===== config.mk =====
export PLATFORM = sky130hd
export DESIGN_NAME = uart_tx_sched
export DESIGN_NICKNAME = d
export VERILOG_FILES = /design/src/rtl/uart_sched_pkg.sv /design/src/rtl/uart_tx_sched_rr_arb2.sv /design/src/rtl/uart_tx_sched.sv
export SDC_FILE = /design/constraint.sdc
export NUM_CORES = 1
export LEC_CHECK = 0
export CORE_AREA = 2 2 64 51
export CTS_CLUSTER_DIAMETER = 40
export DETAILED_ROUTE_END_ITERATION = 16
export DIE_AREA = 0 0 66 53
export PLACE_DENSITY = 0.72
export SETUP_SLACK_MARGIN = 0.5
export SYNTH_ARGS = -nofsm -noshare
export SYNTH_HDL_FRONTEND = slang
export SYNTH_SLANG_ARGS = --single-unit

===== constraint.sdc =====
create_clock -name clk -period 5.1 [get_ports clk]
set_input_delay 1.275 -clock clk [delete_from_list [all_inputs] [get_ports clk]]
set_output_delay 1.275 -clock clk [all_outputs]
set_load 0.05 [all_outputs]

===== src/rtl/uart_sched_pkg.sv =====
// Shared types and constants for the UART transmit scheduler.
// Latency: n/a (types and constants only).
// Backpressure: n/a.
package uart_sched_pkg;

  typedef enum logic [1:0] {
    IDLE    = 2'd0,
    LOAD    = 2'd1,
    WAIT_HI = 2'd2,
    WAIT_LO = 2'd3
  } state_t;

  // Requester IDs double as bit positions in the req/grant vectors.
  localparam logic REQ_A = 1'b0;
  localparam logic REQ_B = 1'b1;

  // Bytes carried by one request from each requester.
  localparam int BYTES_A = 1;
  localparam int BYTES_B = 2;

  // bytes_left counts the bytes still to send after the current one.
  function automatic logic bytes_left_init(input int bytes);
    return (bytes > 1);
  endfunction

endpackage


===== src/rtl/uart_tx_sched_rr_arb2.sv =====
// Two-way round-robin arbiter: one-hot grant when enabled, registered last winner.
// Latency: grant is combinational from req_i/en_i; last_grant_o updates on the grant edge.
// Backpressure: en_i low suppresses every grant and freezes last_grant_o.
module rr_arb2
  import uart_sched_pkg::*;
(
  input  logic       clk,
  input  logic       rst,
  input  logic [1:0] req_i,
  input  logic       en_i,
  output logic [1:0] gnt_o,
  output logic       last_grant_o
);

  logic last_grant_q;
  logic last_grant_d;

  // Lone request wins; on a tie the requester that did not win last time goes first.
  always_comb begin
    gnt_o = 2'b00;
    if (en_i) begin
      if (req_i[REQ_A] && req_i[REQ_B]) begin
        if (last_grant_q == REQ_B) gnt_o[REQ_A] = 1'b1;
        else                       gnt_o[REQ_B] = 1'b1;
      end else if (req_i[REQ_A]) begin
        gnt_o[REQ_A] = 1'b1;
      end else if (req_i[REQ_B]) begin
        gnt_o[REQ_B] = 1'b1;
      end
    end
  end

  // Remember whoever was granted so the next tie goes the other way.
  always_comb begin
    last_grant_d = last_grant_q;
    if (gnt_o[REQ_A])      last_grant_d = REQ_A;
    else if (gnt_o[REQ_B]) last_grant_d = REQ_B;
  end

  // Reset to B so that A wins the first tie.
  always_ff @(posedge clk or negedge rst) begin
    if (!rst) last_grant_q <= REQ_B;
    else      last_grant_q <= last_grant_d;
  end

  assign last_grant_o = last_grant_q;

endmodule


===== src/rtl/uart_tx_sched.sv =====
// Schedules 1-byte (A) and 2-byte (B) requests onto a single UART transmitter.
// Latency: strobe and ack 1 cycle after a valid is sampled in IDLE; 1-cycle gap between bytes of B.
// Backpressure: waits for tx_busy to rise then fall after each strobe; requesters hold valid until ack.
module uart_tx_sched
  import uart_sched_pkg::*;
#(
  parameter int DATA_WIDTH = 8
) (
  input  logic                    clk,
  input  logic                    rst,
  input  logic                    a_valid,
  input  logic [DATA_WIDTH-1:0]   a_data,
  output logic                    a_ack,
  input  logic                    b_valid,
  input  logic [2*DATA_WIDTH-1:0] b_data,
  output logic                    b_ack,
  input  logic                    tx_busy,
  output logic                    tx_data_valid,
  output logic [DATA_WIDTH-1:0]   tx_p_data,
  output logic                    sched_busy
);

  state_t                state_q;
  logic [DATA_WIDTH-1:0] byte_q;        // byte currently presented to the UART
  logic [DATA_WIDTH-1:0] payload_hi_q;  // second byte of a B request
  logic                  bytes_left_q;
  logic                  first_q;       // LOAD entered straight from a grant
  logic [1:0]            gnt;
  logic                  last_grant;
  logic                  grant_en;

  // New requests are only considered while idle.
  assign grant_en = (state_q == IDLE);

  rr_arb2 u_arb (
    .clk          (clk),
    .rst          (rst),
    .req_i        ({b_valid, a_valid}),
    .en_i         (grant_en),
    .gnt_o        (gnt),
    .last_grant_o (last_grant)
  );

  // Scheduler FSM: grant, strobe a byte, ride out the UART busy pulse, repeat for B's high byte.
  always_ff @(posedge clk or negedge rst) begin
    if (!rst) begin
      state_q      <= IDLE;
      byte_q       <= '0;
      payload_hi_q <= '0;
      bytes_left_q <= 1'b0;
      first_q      <= 1'b0;
    end else begin
      case (state_q)
        IDLE: begin
          if (gnt[REQ_A]) begin
            byte_q       <= a_data;
            payload_hi_q <= '0;
            bytes_left_q <= bytes_left_init(BYTES_A);
            first_q      <= 1'b1;
            state_q      <= LOAD;
          end else if (gnt[REQ_B]) begin
            byte_q       <= b_data[DATA_WIDTH-1:0];
            payload_hi_q <= b_data[2*DATA_WIDTH-1:DATA_WIDTH];
            bytes_left_q <= bytes_left_init(BYTES_B);
            first_q      <= 1'b1;
            state_q      <= LOAD;
          end
        end
        LOAD: begin
          first_q <= 1'b0;
          state_q <= WAIT_HI;
        end
        WAIT_HI: begin
          // A busy flag already high at entry is absorbed here.
          if (tx_busy) state_q <= WAIT_LO;
        end
        WAIT_LO: begin
          if (!tx_busy) begin
            if (bytes_left_q) begin
              byte_q       <= payload_hi_q;
              bytes_left_q <= 1'b0;
              state_q      <= LOAD;
            end else begin
              state_q <= IDLE;
            end
          end
        end
        default: state_q <= IDLE;
      endcase
    end
  end

  // All outputs decode registered state; last_grant names the requester just granted.
  assign tx_data_valid = (state_q == LOAD);
  assign sched_busy    = (state_q != IDLE);
  assign tx_p_data     = byte_q;
  assign a_ack         = (state_q == LOAD) && first_q && (last_grant == REQ_A);
  assign b_ack         = (state_q == LOAD) && first_q && (last_grant == REQ_B);

endmodule

Word level (Yosys, flattened, before mapping)
Index checks and enable logic that the tools add are counted.
Storage, ports and cells
  word-level logic and storage cells: 54
  register bits: 21
  bits of input ports: 29
Cells by class
  reduce and logical (&&, ||, !) cells: 14
  equal/unequal tests: 7
  bitwise gates (word level): 1
  mux-type cells: 26
Operators by type and width (number)
  8-bit 2-to-1 mux: 6
  8-bit case mux with 2 select lines: 1
  2-bit 2-to-1 mux: 6
  1-bit 2-to-1 mux: 10
  2-bit case mux with 4 select lines: 1
  2-bit nonzero test: 4
  2-bit inequality test, second input constant: 3
  3-bit AND reduction: 2
  2-bit == test, second input constant: 2
  1-bit logical AND: 4
  1-bit case mux with 2 select lines: 2
  2-bit AND reduction: 2
  4-bit AND reduction: 1
  3-bit inequality test, second input constant: 1
  2-bit by 1-bit == test with 1-bit output, second input constant: 1
  2-bit logical NOT: 1
  1-bit NOT: 1

Depth between registers and ports, before layout
  depth in word-level cells: 7
  depth in mapped cells: 8
  mapped depth without buffers: 6

Modules after synthesis
Synthesis repeated with hierarchy kept, for this count alone.
Second synthesis, totals
  cell total of the unflattened synthesis: 123
  area, all modules: 1285.0 µm²
By module, submodules not included
  uart_tx_sched: area an instance 1222.4 µm², times used 1, seq. area each 500.5 µm², cells each 115
  rr_arb2: area an instance 62.6 µm², times used 1, seq. area each 26.3 µm², cells each 8

Least setup slack after synthesis
Ideal clock, no wire load.
  path kind: register -> output
  start: register state_q[1]
  end: output a_ack
  setup slack: 2.026 ns
  arrival time: 1.799 ns
  cell stages (with the launch flop): 5
  required time: 3.825 ns
  cell sequence: dfrtp_1 > inv_1 > ha_1 > nand2_1 > nor2_1
On the way
  word-level cells in the longest chain between the ends: 3
Ends and longest elaborated chain
  from (decl): line uart_tx_sched.sv:23  | state_t state_q;
  from (signal assigned): line uart_tx_sched.sv:47  | state_q <= IDLE;
  from (signal assigned): line uart_tx_sched.sv:60  | state_q <= LOAD;
  from (signal assigned): line uart_tx_sched.sv:66  | state_q <= LOAD;
  2-bit by 1-bit == test with 1-bit output
  named net tx_data_valid: line uart_tx_sched.sv:18  | output logic tx_data_valid,
  1-bit logical AND (2 in a row): line uart_tx_sched.sv:97  | assign a_ack = (state_q == LOAD) && first_q && (last_grant == REQ_A);
  to (decl): line uart_tx_sched.sv:13  | output logic a_ack,
The timed path passes the listed nets, and every way through them passes these cells.

Worst setup path after layout
  start: register state_q[1]
  end: output b_ack
On the way
  word-level cells in the longest chain between the ends: 3
Ends and longest elaborated chain
  2-bit by 1-bit == test with 1-bit output: line uart_tx_sched.sv:98  | assign b_ack = (state_q == LOAD) && first_q && (last_grant == REQ_B);
  1-bit logical AND (2 in a row): line uart_tx_sched.sv:98
  to (decl): line uart_tx_sched.sv:16  | output logic b_ack,
No other way between the ends.

==> run summary <==
Status - completed
DP HPWL - 2.05 mm
Ys Warns - 0
Clock Latency Late Sink - 260 ps
Worst Reg-to-Reg Cells - 5
CTS tree - done
Starting Density - 0.389
Avg Synthesized Cell Area - 10.6 µm²
Initial antenna violation count - 0
Share of cells above drive strength 1 - 0.0548
Sequential Power Share - 0.319
Internal - 0.518 mW
Net switching power - 0.437 mW
CP Max Fanout - 5
Commonest non-fill, non-tap cell in the layout - clkdlybuf4s50_1
Final core utilization - 0.555
CP Capture Type - primary output
Synthesized Nets - 139
Clock skew - 3.25 ps
Num rows - 17
GRT Overall Usage - 0.184
Post-layout min period - 3320 ps
Drt initial violations - 44
Area leader, netlist - dfrtp_1
# hold bufs at CTS - 0
CTS sink count - 21
Max Fclk - 301 MHz
Unrepaired setup endpoints after global routing - false
Critical Path Start Type - flip-flop
Power Density - 603 nW/µm²
Pre-antenna DRT Iters - 4
CTS root buffer - clkbuf_8
Gate power share - 0.564
Number of CTS-inserted buffers - 3
Core Region - 2850 µm²
Final wirelength - 2.85 mm
Die Y - 53 µm
Largest net degree at the start of global routing - 22
Clock Pin Slew Worst Setup and Hold Paths - 80 ps
Number of post-CTS setup repair buffers - 0
WHS Path Cells - 1
Vias - 977
H-tree levels - 1
Num ports - 41
Die W - 66 µm
Slew margin rel. - 0.356
Routability Congestion - 0.779
Final max-slew violation count - 0
Worst Tran Pin Value - 964 ps
Routed WL per cell - 15.5 µm
Worst Path Required - 3830 ps
Hold crit path type - flip-flop to flip-flop
Mapped Cells - 105
Switch share - 0.458
Vias/cell - 5.31
Final ANT Viol Nets - 0
Final Setup Violations - 0
Final period util - 0.652
Post-cts sizing count - 0
Share of the synthesized area in the top cell type - 0.451
DIE AREA - 3500 µm²
#FFs+latches synth - 21
Register area share after synthesis - 0.475
Max Cap Viol - 0
Max VDD drop - 0.254 mV
First-pass GRT wire length - 4.69 mm
Overflow left after global routing - 0
Clk pwr share - 0.117
Total leakage power - 0.650 nW
Setup slack, reg-to-reg - 3050 ps
P&R area growth vs syn - 42.6%
Synthesized area - 1110 µm²
Vias in the first global route - 1013
Worst Path Arrival - 2050 ps
Final Hold Vio Count - 0
I/O Buffers - 40
Post-route setup TNS - 0 ps
Post-layout nets - 181
Clock tree buffer depth - 2
Antenna Cells - 0
Synth area leaders - dfrtp_1 (45%), mux2i_1 (7.2%), a22o_1 (7.1%)
Crit Path Class - flip-flop to primary output
Commonest non-fill, non-tap cells in the layout - clkdlybuf4s50_1 (40), dfrtp_1 (20), nand2_1 (12), a22o_1 (9)
Synth cell types - 29
Tot Pwr - 0.955 mW
DRC viols - 0
-- synth_stat cells --
library cell / instances
a2111oi_0: 1
a21boi_1: 1
a21oi_1: 4
a22o_1: 9
a22oi_1: 8
a31oi_1: 1
and4_4: 1
buf_2: 1
buf_4: 1
buf_6: 1
clkbuf_1: 1
dfrtp_1: 20
dfstp_2: 1
ha_1: 5
inv_1: 6
mux2_2: 1
mux2i_1: 8
nand2_1: 12
nand2b_1: 1
nand3_1: 1
nor2_1: 5
o211ai_1: 8
o21ai_0: 1
o21ai_1: 2
o21bai_1: 1
o22ai_1: 1
o31ai_1: 1
or2_2: 1
or3b_1: 1
-- critical path, cell delays in order (launching register included) --
cell and delay (ps):
dfrtp_1 420, inv_1 120, ha_1 250, nand2_1 90, nor2_1 90, clkdlybuf4s50_1 810
-- layer usage --
layer | GRT usage | share of wire | up-vias
li1 | - | - | 472
met1 | 0.228 | 0.46 | 460
met2 | 0.318 | 0.45 | 41
met3 | 0.0298 | 0.071 | 4
met4 | 0.0816 | 0.017 | 0
met5 | 0 | 0 | -
-- final cells by class --
cell class                      count  area (µm²)
Fill cell                         267        1270
Tap cell                           38        47.5
Clock buffer                        4        45.0
Timing Repair Buffer               41         408
Sequential cell                    21         527
Multi-Input combinational cell     74         533
Inverter                            6        22.5
-- metrics by stage --
| stage | instances | hold WS [ps] | worst slack [ps] | area (µm²) |
|---|---|---|---|---|
| finish | 184 | 516 | 1780 | 1580 |
| global route | 184 | 536 | 1650 | 1580 |
| CTS | 184 | 519 | 1760 | 1580 |
| detailed placement | 180 | 497 | 2000 | 1540 |
| global placement | 180 | 490 | 2080 | 1540 |
| floorplan | 105 | 474 | 2030 | 1110 |
-- power groups by stage --
| stage | Sequential (mW) | Clock (mW) | Combinational, mW |
|---|---|---|---|
| floorplan | 0.388 | 0 | 0.293 |
| global placement | 0.304 | 0 | 0.526 |
| detailed placement | 0.307 | 0 | 0.542 |
| CTS | 0.304 | 0.115 | 0.544 |
| global route | 0.317 | 0.118 | 0.587 |
| finish | 0.305 | 0.112 | 0.538 |
-- state kept, by name (all words and copies together) (netlist names) --
register and cells:
first_q 1, bytes_left_q 1, tx_p_data 8, state_q 2
u_arb.last_grant_o 1, payload_hi_q 8
-- cell families (layout without fill, tap and decap cells) --
group                      Yosys count  count (layout)  share of synthesized area
AOI/OAI and AO/OA                   38              38                      0.250
buffers and inverters               10              51                     0.0451
muxes                                9               9                     0.0823
and+or+nand+nor                     22              22                     0.0913
adders and majority gates            5               5                     0.0564
DFF                                 21              21                      0.475
-- path summary, 6_finish.rpt --
kind,from,to
worst max-delay path,state_q[1],b_ack
worst min-delay path,payload_hi_q[1],payload_hi_q[1]
worst max register to register,state_q[0],payload_hi_q[5]
worst min register to register,payload_hi_q[1],payload_hi_q[1]
max in group asynchronous,rst,tx_p_data[0]
min in group asynchronous,rst,tx_p_data[4]
Note: power is estimated with default switching activity, not from simulation.
